File: config.mk
export PLATFORM = sky130hd
export DESIGN_NAME = counter_timer_ctrl
export DESIGN_NICKNAME = d
export VERILOG_FILES = /design/src/rtl/counter_timer_ctrl.sv
export SDC_FILE = /design/constraint.sdc
export NUM_CORES = 1
export LEC_CHECK = 0
export ABC_CLOCK_PERIOD_IN_PS = 5400
export BUFFER_PORTS_ARGS = -buffer_cell sky130_fd_sc_hd__buf_4
export CORE_MARGIN = 5
export CORE_UTILIZATION = 40
export DETAILED_ROUTE_END_ITERATION = 7
export GPL_TIMING_DRIVEN = 1
export PLACE_DENSITY = 0.63
export SLEW_MARGIN = 20
export SYNTH_ARGS = -nofsm -noshare
export SYNTH_HDL_FRONTEND = slang
export SYNTH_SLANG_ARGS = --single-unit
export TNS_END_PERCENT = 50
File: constraint.sdc
create_clock -name clk -period 5.4 [get_ports clk]
set_clock_uncertainty 0.15 [all_clocks]
set_input_delay 1.08 -clock clk [delete_from_list [all_inputs] [get_ports clk]]
set_output_delay 1.08 -clock clk [all_outputs]
set_load 0.03 [all_outputs]
File: src/rtl/counter_timer_ctrl.sv
// Timer controller that drives an external loadable up/down counter through
// its load/enable/up_down pins: prescaled ticks, terminal count, reload and IRQs.
module counter_timer_ctrl #(
  parameter int WIDTH      = 32,
  parameter int PRESCALE_W = 16
) (
  input  logic                  clk,
  input  logic                  rst,
  input  logic                  cmd_valid,
  output logic                  cmd_ready,
  input  logic [1:0]            cmd_op,
  input  logic [WIDTH-1:0]      cmd_period,
  input  logic [PRESCALE_W-1:0] cmd_prescale,
  input  logic                  cmd_periodic,
  input  logic                  cmd_dir,
  output logic                  cnt_load,
  output logic [WIDTH-1:0]      cnt_data,
  output logic                  cnt_enable,
  output logic                  cnt_up_down,
  input  logic [WIDTH-1:0]      cnt_value,
  output logic                  expire,
  output logic                  irq_pending,
  output logic                  irq_overrun,
  input  logic                  irq_ack,
  output logic                  busy
);

  localparam logic [1:0] ST_IDLE   = 2'd0;
  localparam logic [1:0] ST_LOAD   = 2'd1;
  localparam logic [1:0] ST_RUN    = 2'd2;
  localparam logic [1:0] ST_PAUSED = 2'd3;

  localparam logic [1:0] OP_START  = 2'b00;
  localparam logic [1:0] OP_STOP   = 2'b01;
  localparam logic [1:0] OP_PAUSE  = 2'b10;
  localparam logic [1:0] OP_RESUME = 2'b11;

  logic [1:0]            state;
  logic [1:0]            state_nx;
  logic                  ready_q;
  logic [WIDTH-1:0]      period_q;
  logic [PRESCALE_W-1:0] prescale_q;
  logic                  periodic_q;
  logic                  dir_q;
  logic [PRESCALE_W-1:0] presc_cnt;

  logic                  cmd_acc;
  logic                  start_acc;
  logic                  tick;
  logic                  at_term;
  logic [WIDTH-1:0]      terminal;

  assign cmd_ready = ready_q && !rst;
  assign cmd_acc   = cmd_valid && cmd_ready;
  assign start_acc = cmd_acc && (cmd_op == OP_START);

  // Counter strobes decode straight from registered state so a command
  // accepted on a tick cycle never suppresses that tick.
  assign tick       = (state == ST_RUN) && (presc_cnt == prescale_q);
  assign terminal   = dir_q ? period_q : '0;
  assign at_term    = (cnt_value == terminal);
  assign expire     = tick && at_term;
  assign cnt_enable = tick && !at_term;
  assign cnt_load   = (state == ST_LOAD) || (expire && periodic_q);

  // START/STOP override everything; a one-shot expiry beats a same-cycle
  // PAUSE so the timer cannot re-expire after a later RESUME.
  always_comb begin
    state_nx = state;
    if (start_acc)
      state_nx = ST_LOAD;
    else if (cmd_acc && (cmd_op == OP_STOP))
      state_nx = ST_IDLE;
    else if ((state == ST_RUN) && expire && !periodic_q)
      state_nx = ST_IDLE;
    else if (cmd_acc && (cmd_op == OP_PAUSE) && (state == ST_RUN))
      state_nx = ST_PAUSED;
    else if (cmd_acc && (cmd_op == OP_RESUME) && (state == ST_PAUSED))
      state_nx = ST_RUN;
    else if (state == ST_LOAD)
      state_nx = ST_RUN;
  end

  always_ff @(posedge clk) begin
    if (rst) begin
      state       <= ST_IDLE;
      ready_q     <= 1'b1;
      busy        <= 1'b0;
      period_q    <= '0;
      prescale_q  <= '0;
      periodic_q  <= 1'b0;
      dir_q       <= 1'b0;
      presc_cnt   <= '0;
      cnt_data    <= '0;
      cnt_up_down <= 1'b0;
      irq_pending <= 1'b0;
      irq_overrun <= 1'b0;
    end else begin
      state   <= state_nx;
      ready_q <= (state_nx != ST_LOAD);
      busy    <= (state_nx != ST_IDLE);

      // Load value is held in cnt_data so periodic reloads reuse it.
      if (start_acc) begin
        period_q    <= cmd_period;
        prescale_q  <= cmd_prescale;
        periodic_q  <= cmd_periodic;
        dir_q       <= cmd_dir;
        presc_cnt   <= '0;
        cnt_data    <= cmd_dir ? '0 : cmd_period;
        cnt_up_down <= cmd_dir;
      end else if (state == ST_RUN) begin
        presc_cnt <= tick ? '0 : presc_cnt + 1'b1;
      end

      if (expire)
        irq_pending <= 1'b1;
      else if (irq_ack)
        irq_pending <= 1'b0;

      if (expire && irq_pending && !irq_ack)
        irq_overrun <= 1'b1;
      else if (irq_ack)
        irq_overrun <= 1'b0;
    end
  end

endmodule
==> flow_summary.ini, run 1 <==
[clocking]
clkLatencyLatePin_ns = 0.35
cts-resized-gates = 0
tritoncts = done
ctsRootBufferMaster = clkbuf_16
cts_max_level = 3
clkSinkCount = 104
ctsHoldBuffers = 0
post-cts-setup-buffers = 0
cts_buffers = 9
clk_pin_slew_ns = 0.08
clockBufferDepth = 2

[synth]
ys.flop_type = dfxtp_1
muxShareOfSynthArea_pct = 0
synth_cell_types = 41
synth_compound_area_share_pct = 15.5
synth-adder-area-share_pct = 0.257
syn_nets = 704
synth_edf_count = 0
ys_seq_area_share_pct = 42.7
synth_top_family_by_area = simple AND/OR/NAND/NOR gates
synthSimpleGateAreaFrac_pct = 29.6
avgSynthCellArea_um2 = 7.93
synth_cells = 615
synth_xor_area_share_pct = 8.26
ys_seq_elements = 104
yosys_warnings = 0
syn_area_um2 = 4870
async_reset_ff_share_pct = 0

[worst_setup_path]
critPathLaunchType = input port
cp-end-kind = primary output
worstPathRequired_ns = 4.17
reg2reg_depth = 7
timing.rr.start = dir_q
cp.arrival_ns = 3.12
r2r_slack_ns = 2.77
reg2reg_to = busy
crit_fanout = 8
path_class = in -> out

[timing]
final-hold-violation-count = 0
drv_slew = 0
rsz0062_at_grt = false
finalSetupViolations = 0
max_slew_margin_pct = 44.3
period_share_pct = 80.5
min_period_ns = 4.35
fmax_ghz = 0.230
fin_tns_setup_ns = 0
worstMarginPinSlew_ns = 0.836

[routing]
viasPerCell = 5.35
ant_nets = 0
vias = 4649
drt_iter0_drc = 288
drt_wl_total_um = 14300
first_pass_iters = 5
wl_per_cell_um = 16.4
drc = 0

[grt]
grt_pass1_wl_um = 22600
overflow = 0
grt_max_degree = 87
antenna_found_initial = 0
grt_pass1_vias = 4394
grt_util_all_layers_pct = 19.3

[hold_path]
hp-class = reg -> reg
holdPathStages = 2
min_to = cnt_data[1]
worstHoldStart = cnt_data[1]

[power_and_ir_drop]
power_leakage_uw = 0.00232
p_per_area_nw_per_um2 = 260
ir_worst_vdd_mv = 0.153

[floorplan]
rows = 40
die_area_um2 = 14500
die_y_um = 120
io_pins = 128
initial_utilization_pct = 40.8
core_area_um2 = 12000
die_w_um = 120

[place]
dp_cells = 853
port_buffers = 127
gp_congestion = 0.841
placed_cell_area_um2 = 5880
hpwl_um = 10400

[layout]
mostFrequentLayoutCells = nand2_1, buf_4, dfxtp_1, a21oi_1, nor2_1
n_antenna_cell = 0
nFillCells = 1180
final_common_cell = nand2_1
final_nets = 806
final_area_um2 = 6180
fin_cells = 869
syn_to_final_growth_pct = 26.8
drive_gt1_share_pct = 21.6

[run]
max_cap_viol_count = 0

[run_status]
status = finished, final reports clean
==> critical path, cell delays in order <==
cell	delay [ns]
buf_4	0.12
nor4bb_1	0.26
a31o_2	0.14
a22oi_1	0.06
or4_1	0.56
nor3_2	0.51
a31o_2	0.23
buf_4	0.15
==> how the worst max path moves through the flow <==
stage	startpoint	endpoint
after floorplan	cnt_value[30]	expire
after CTS	cnt_value[18]	cnt_load
final	cnt_value[18]	cnt_load
after detailed placement	cnt_value[18]	cnt_load
after global routing	cnt_value[18]	cnt_load
after global placement	cnt_value[18]	cnt_load
==> sequential cells by signal, summed over array words and instances, names as in the netlist <==
name / flops
cnt_data: 32
period_q: 32
presc_cnt: 16
prescale_q: 16
state: 2
busy: 1
dir_q: 1
irq_overrun: 1
irq_pending: 1
periodic_q: 1
ready_q: 1
==> synth_stat cells, drive strengths merged (6+ instances only) <==
cell / n / area (µm²)
nand2: 154 / 578
dfxtp: 104 / 2080
a21oi: 82 / 410
nor2: 36 / 135
nand3b: 33 / 248
clkbuf: 32 / 120
xor2: 24 / 210
xnor2: 22 / 193
nand4: 18 / 113
o21ai: 17 / 85.1
a22oi: 10 / 75.1
nand4b: 10 / 87.6
buf: 8 / 50.1
nor4: 7 / 43.8
nor2b: 6 / 37.5
nor4bb: 6 / 60.1
==> kinds of logic (layout without fill, tap and decap cells) <==
kind of cell,Yosys count,after routing
and+or+nand+nor,290,290
AOI/OAI and AO/OA,132,132
DFF,104,104
xor gates and xnor gates,46,46
buffers and inverters,42,149
adders and majority gates,1,1
==> layout make-up <==
class	instances	area, µm²	share of cell area [%]
Sequential cell	104	2080	33.7
Inverter	2	7.51	0.121
Clock inverter	7	81.3	1.32
Multi-Input combinational cell	469	2620	42.4
Tap cell	147	184	2.97
Timing Repair Buffer	131	983	15.9
Clock buffer	9	225	3.64
==> through the flow <==
| stage | util [%] | hold slack (ns) | worst slack, ns | total power (µW) |
|---|---|---|---|---|
| detailed placement | 49.1 | 0.295 | 1.02 | 964 |
| global route | 51.7 | 0.332 | 0.909 | 1670 |
| global placement | 49.1 | 0.289 | 1.06 | 961 |
| finish | 51.7 | 0.311 | 1.05 | 1610 |
| floorplan | - | 0.298 | 1.45 | 880 |
| CTS | 51.7 | 0.309 | 1.01 | 1620 |
==> report_power, final <==
group | leakage (µW) | switching, µW | internal (µW) | total (µW)
Sequential | 0.000840 | 10.7 | 778 | 788
Combinational | 0.00133 | 82.0 | 76.1 | 158
Clock | 0.000150 | 329 | 332 | 661
==> per-layer routing <==
layer | part of all wire (%) | global-route usage (%)
met1 | 46 | 27.8
met4 | 1.9 | 5.88
met5 | 0 | 0
met2 | 44 | 28.5
met3 | 7.4 | 4.91
No activity file was read; power rests on OpenSTA's default activity.
==> run 2, diff against run 1 <==
ABC_CLOCK_PERIOD_IN_PS = 3500   (was 5400)
PLACE_DENSITY = 0.66   (was 0.63)
clock period = 3.5 ns   (was 5.4 ns; I/O delays follow)
==> run 2 against run 1 <==
Against the previous run: sequential share of layout area is 0.36 points lower; count of clock-buffer cells in the layout is 1 higher; die area stayed put; flip-flop and latch count stayed put; wire length is 0.99% lower; via count is 1.3% higher; hold slack worse by 0.0074 ns; sequential power is 55% higher; power is 60% higher.
==> flow_summary.ini, run 2 (synthesis gave the netlist of run 1 again) <==
[routing]
drc = 0
drt_iter0_drc = 369
ant_nets = 0
vias = 4708
viasPerCell = 5.41
first_pass_iters = 4
drt_wl_total_um = 14100
wl_per_cell_um = 16.2

[grt]
grt_pass1_wl_um = 22500
grt_pass1_vias = 4512
grt_max_degree = 89
grt_busiest_layer = met2
grt_use_met1_pct = 26.6
antenna_found_initial = 0
grt_util_all_layers_pct = 19.4
grt_util_met3_pct = 5.71
overflow = 0
met2_usage_pct = 29.8

[layout]
seq_area_um2 = 2080
final_common_cell = nand2_1
final_nets = 808
syn_to_final_growth_pct = 28.3
postLayoutCoreUtil_pct = 52.3
final_area_um2 = 6250
largestRegisters = cnt_data x32, period_q x32
drive_gt1_share_pct = 22.1
n_antenna_cell = 0
mostFrequentLayoutCells = nand2_1, buf_4, dfxtp_1, a21oi_1, nor2_1
multiInputGateArea_um2 = 2630
nFillCells = 1144

[run_status]
status = finished, final reports clean

[place]
place_ws_ns = 0.0916
port_buffers = 127
placed_cell_area_um2 = 5920
gp_congestion = 0.814
hpwl_um = 10300

[timing]
setup_slack_ns = 0.0987
period_share_pct = 97.2
finalSetupViolations = 0
worstMarginPinSlew_ns = 0.923
fmax_ghz = 0.294
fin_tns_setup_ns = 0
final-hold-violation-count = 0
max_slew_margin_pct = 38.5
min_period_ns = 3.40
rsz0062_at_grt = false
drv_slew = 0

[clocking]
cts_max_level = 3
clk_pin_slew_ns = 0.07
clkSinkCount = 104
ctsRootBufferMaster = clkbuf_16
cts_buffers = 9
ctsHoldBuffers = 0
clkLatencyLatePin_ns = 0.35
clockBufferDepth = 2
tritoncts = done

[worst_setup_path]
reg2reg_to = presc_cnt[13]
crit_top_cell = buf_4
endpoint = cnt_load
cp.arrival_ns = 2.55
timing.rr.start = presc_cnt[9]
cp_slowest_stage_delay_ns = 0.55
critPathLaunchType = input port
crit_fanout = 8
crit_chain = buf_4, nor4bb_2, a31o_2, a22oi_1, or4_1, nor3_2, buf_4, a31o_2, buf_4
r2r_slack_ns = 0.88
cp-end-kind = primary output
path_class = in -> out
cp-startpoint = cnt_value[18]
reg2reg_depth = 6
worstPathRequired_ns = 2.65
crit_slowest_cell = or4_1

[hold_path]
hp-class = reg -> reg

[floorplan]
die_y_um = 120
core_area_um2 = 12000
die_w_um = 120
die_area_um2 = 14500
rows = 40
initial_utilization_pct = 40.8
io_pins = 128

[run]
max_cap_viol_count = 0

[power_and_ir_drop]
ir_worst_vdd_mv = 0.260
p_per_area_nw_per_um2 = 411
power_uw = 2570
power_leakage_uw = 0.00236
-- run 2: per-layer routing --
layer	part of all wire (%)	vias to the layer above	wire (µm)
li1	-	2338	-
met3	7.8	14	1110
met5	0	-	0
met2	44	146	6270
met4	1.4	0	194
met1	46	2210	6540
-- run 2: what timing repair did --
action                                  CTS  global route
endpoints found under the setup margin    0             2
gates resized for setup                   0             2
buffers inserted                          0             0
-- run 2: how the worst min path moves through the flow --
| stage | cells past startpoint | to | from | slack [ns] |
|---|---|---|---|---|
| final | 2 | cnt_data[1] | cnt_data[1] | 0.30 |
| after global routing | 2 | cnt_data[1] | cnt_data[1] | 0.32 |
| after CTS | 2 | cnt_data[1] | cnt_data[1] | 0.31 |
| after detailed placement | 2 | cnt_data[2] | cnt_data[2] | 0.30 |
| after global placement | 2 | cnt_data[0] | cnt_data[0] | 0.29 |
| after floorplan | 2 | prescale_q[0] | prescale_q[0] | 0.30 |
-- run 2: through the flow --
stage               std cells  hold slack [ns]
floorplan                 615            0.298
global placement          855            0.288
detailed placement        855            0.297
CTS                       871            0.311
global route              871            0.319
finish                    871            0.304
-- run 2: power by group --
group / total, µW / switching [µW] / internal [µW]
clock: 1110 / 455 / 650
combinational: 247 / 128 / 119
sequential: 1220 / 16.3 / 1200
-- run 2: area by class of cell --
cell class / instances / area share [%]
multi-input combinational: 469 / 42.0
sequential: 104 / 33.3
timing repair buffer: 133 / 16.4
clock buffer: 10 / 3.82
tap: 147 / 2.94
clock inverter: 6 / 1.46
inverter: 2 / 0.120
-- run 2: critical path: cells and delay by family --
kind | cells | cell delay, ns
AO/OA/AOI/OAI | 3 | 0.36
AND/OR/NAND/NOR | 3 | 1.03
buffers and inverters | 3 | 0.46
==> run 3, diff against run 2 <==
ABC_CLOCK_PERIOD_IN_PS = 4210   (was 3500)
CORE_UTILIZATION = 57   (was 40)
PLACE_DENSITY = 0.85   (was 0.66)
clock period = 4.21 ns   (was 3.5 ns; I/O delays follow)
==> run 3 against run 2 <==
Against the previous run: setup slack gained 0.28 ns; highest routed layer unchanged; critical path depth is the same; hold slack gained 0.0075 ns; via count grew 2.5%; first-iteration DRC count grew 2.7%; core utilization grew 21 points; global-route usage grew 7.5 points; non-clock buffer count is the same.
==> flow_summary.ini, run 3 (synthesis gave the netlist of run 1 again) <==
[timing]
fmax_ghz = 0.261
fin_tns_setup_ns = 0
final-hold-violation-count = 0
min_period_ns = 3.83
finalSetupViolations = 0
max_slew_margin_pct = 41.0
rsz0062_at_grt = false
setup_slack_ns = 0.380
worstMarginPinSlew_ns = 0.884
drv_slew = 0
period_share_pct = 91.0

[clocking]
post-cts-setup-buffers = 0
cts_buffers = 9
cts_max_level = 3
clkLatencyLatePin_ns = 0.37
clkSinkCount = 104
clk_pin_slew_ns = 0.10
tritoncts = done
ctsHoldBuffers = 0
cts-resized-gates = 0
clockBufferDepth = 2
ctsRootBufferMaster = clkbuf_8

[grt]
grt_pass1_vias = 4597
grt_util_all_layers_pct = 26.8
antenna_found_initial = 0
grt_max_degree = 89
overflow = 0
grt_pass1_wl_um = 22300

[layout]
syn_to_final_growth_pct = 23.5
final_common_cell = nand2_1
largestRegisters = cnt_data x32, period_q x32
fin_cells = 829
n_antenna_cell = 0
final_nets = 808
drive_gt1_share_pct = 21.7
mostFrequentLayoutCells = nand2_1, buf_4, dfxtp_1, a21oi_1, nor2_1

[worst_setup_path]
cp.arrival_ns = 2.84
cp-end-kind = primary output
r2r_slack_ns = 1.57
path_class = reg -> out
crit_fanout = 34
worstPathRequired_ns = 3.22
critPathLaunchType = flip-flop

[run]
max_cap_viol_count = 0

[power_and_ir_drop]
p_per_area_nw_per_um2 = 301
ir_worst_vdd_mv = 0.196
power_leakage_uw = 0.00227

[routing]
wl_per_cell_um = 16.8
ant_nets = 0
drt_wl_total_um = 13900
drc = 0
first_pass_iters = 5
vias = 4828
viasPerCell = 5.82
drt_iter0_drc = 379

[floorplan]
initial_utilization_pct = 59.0
die_area_um2 = 10500
die_y_um = 102
rows = 33
die_w_um = 102
io_pins = 128
core_area_um2 = 8260

[place]
dp_cells = 813
port_buffers = 127
hpwl_um = 10100
gp_congestion = 0.909
place_ws_ns = 0.572

[run_status]
status = finished, final reports clean

[hold_path]
hp-class = reg -> reg
## run 3: cell types whose count changed in the layout (fill, tap and decap cells not counted), sizes merged
cell / delta
inv: +1
clkinv: -1
bufinv: -2
clkbuf: +1
clkinvlp: +1
## run 3: final timing paths
path                        to  cells after the start         start
hold reg to reg   cnt_data[23]                      2  cnt_data[23]
setup reg to reg  presc_cnt[6]                      6  presc_cnt[9]
setup / recovery      cnt_load                      9         dir_q
hold / removal    cnt_data[23]                      2  cnt_data[23]
## run 3: area by class of cell
type,count,area [µm²]
clock inverter,5,38.8
fill,671,2240
sequential,104,2080
tap,105,131
timing repair buffer,133,998
clock buffer,11,141
multi-input combinational,469,2620
inverter,2,7.51
## run 3: routing by layer
layer / global-route usage, % / vias to the layer above / wire [µm]
met1: 36.1 / 2269 / 5930
met2: 43.7 / 200 / 6510
li1: - / 2330 / -
met4: 6.56 / 0 / 255
met5: 0 / - / 0
met3: 6.35 / 29 / 1220
## run 3: metrics by stage
| step | hold WS, ns | total power (µW) | util, % | area, µm² |
|---|---|---|---|---|
| 2_1_floorplan | 0.298 | 1130 | - | 4870 |
| 3_5_place_dp | 0.297 | 1230 | 70.7 | 5840 |
| 5_1_grt | 0.331 | 1870 | 72.9 | 6020 |
| 3_3_place_gp | 0.288 | 1230 | 70.7 | 5840 |
| 4_1_cts | 0.312 | 1810 | 72.9 | 6020 |
| 6_report | 0.311 | 1810 | 72.9 | 6020 |
## run 3: critical path, cell delays in order (launching register included)
cell      delay (ns)
dfxtp_1         0.60
buf_4           0.38
nor4bb_1        0.38
a22oi_1         0.14
a22oi_1         0.19
nand4_1         0.15
nor3_2          0.13
buf_4           0.18
a31o_2          0.16
buf_4           0.15
## run 3: power breakdown
group / total (µW) / switching, µW / internal [µW]
clock network: 595 / 359 / 237
logic: 204 / 106 / 97.9
registers: 1010 / 13.5 / 998
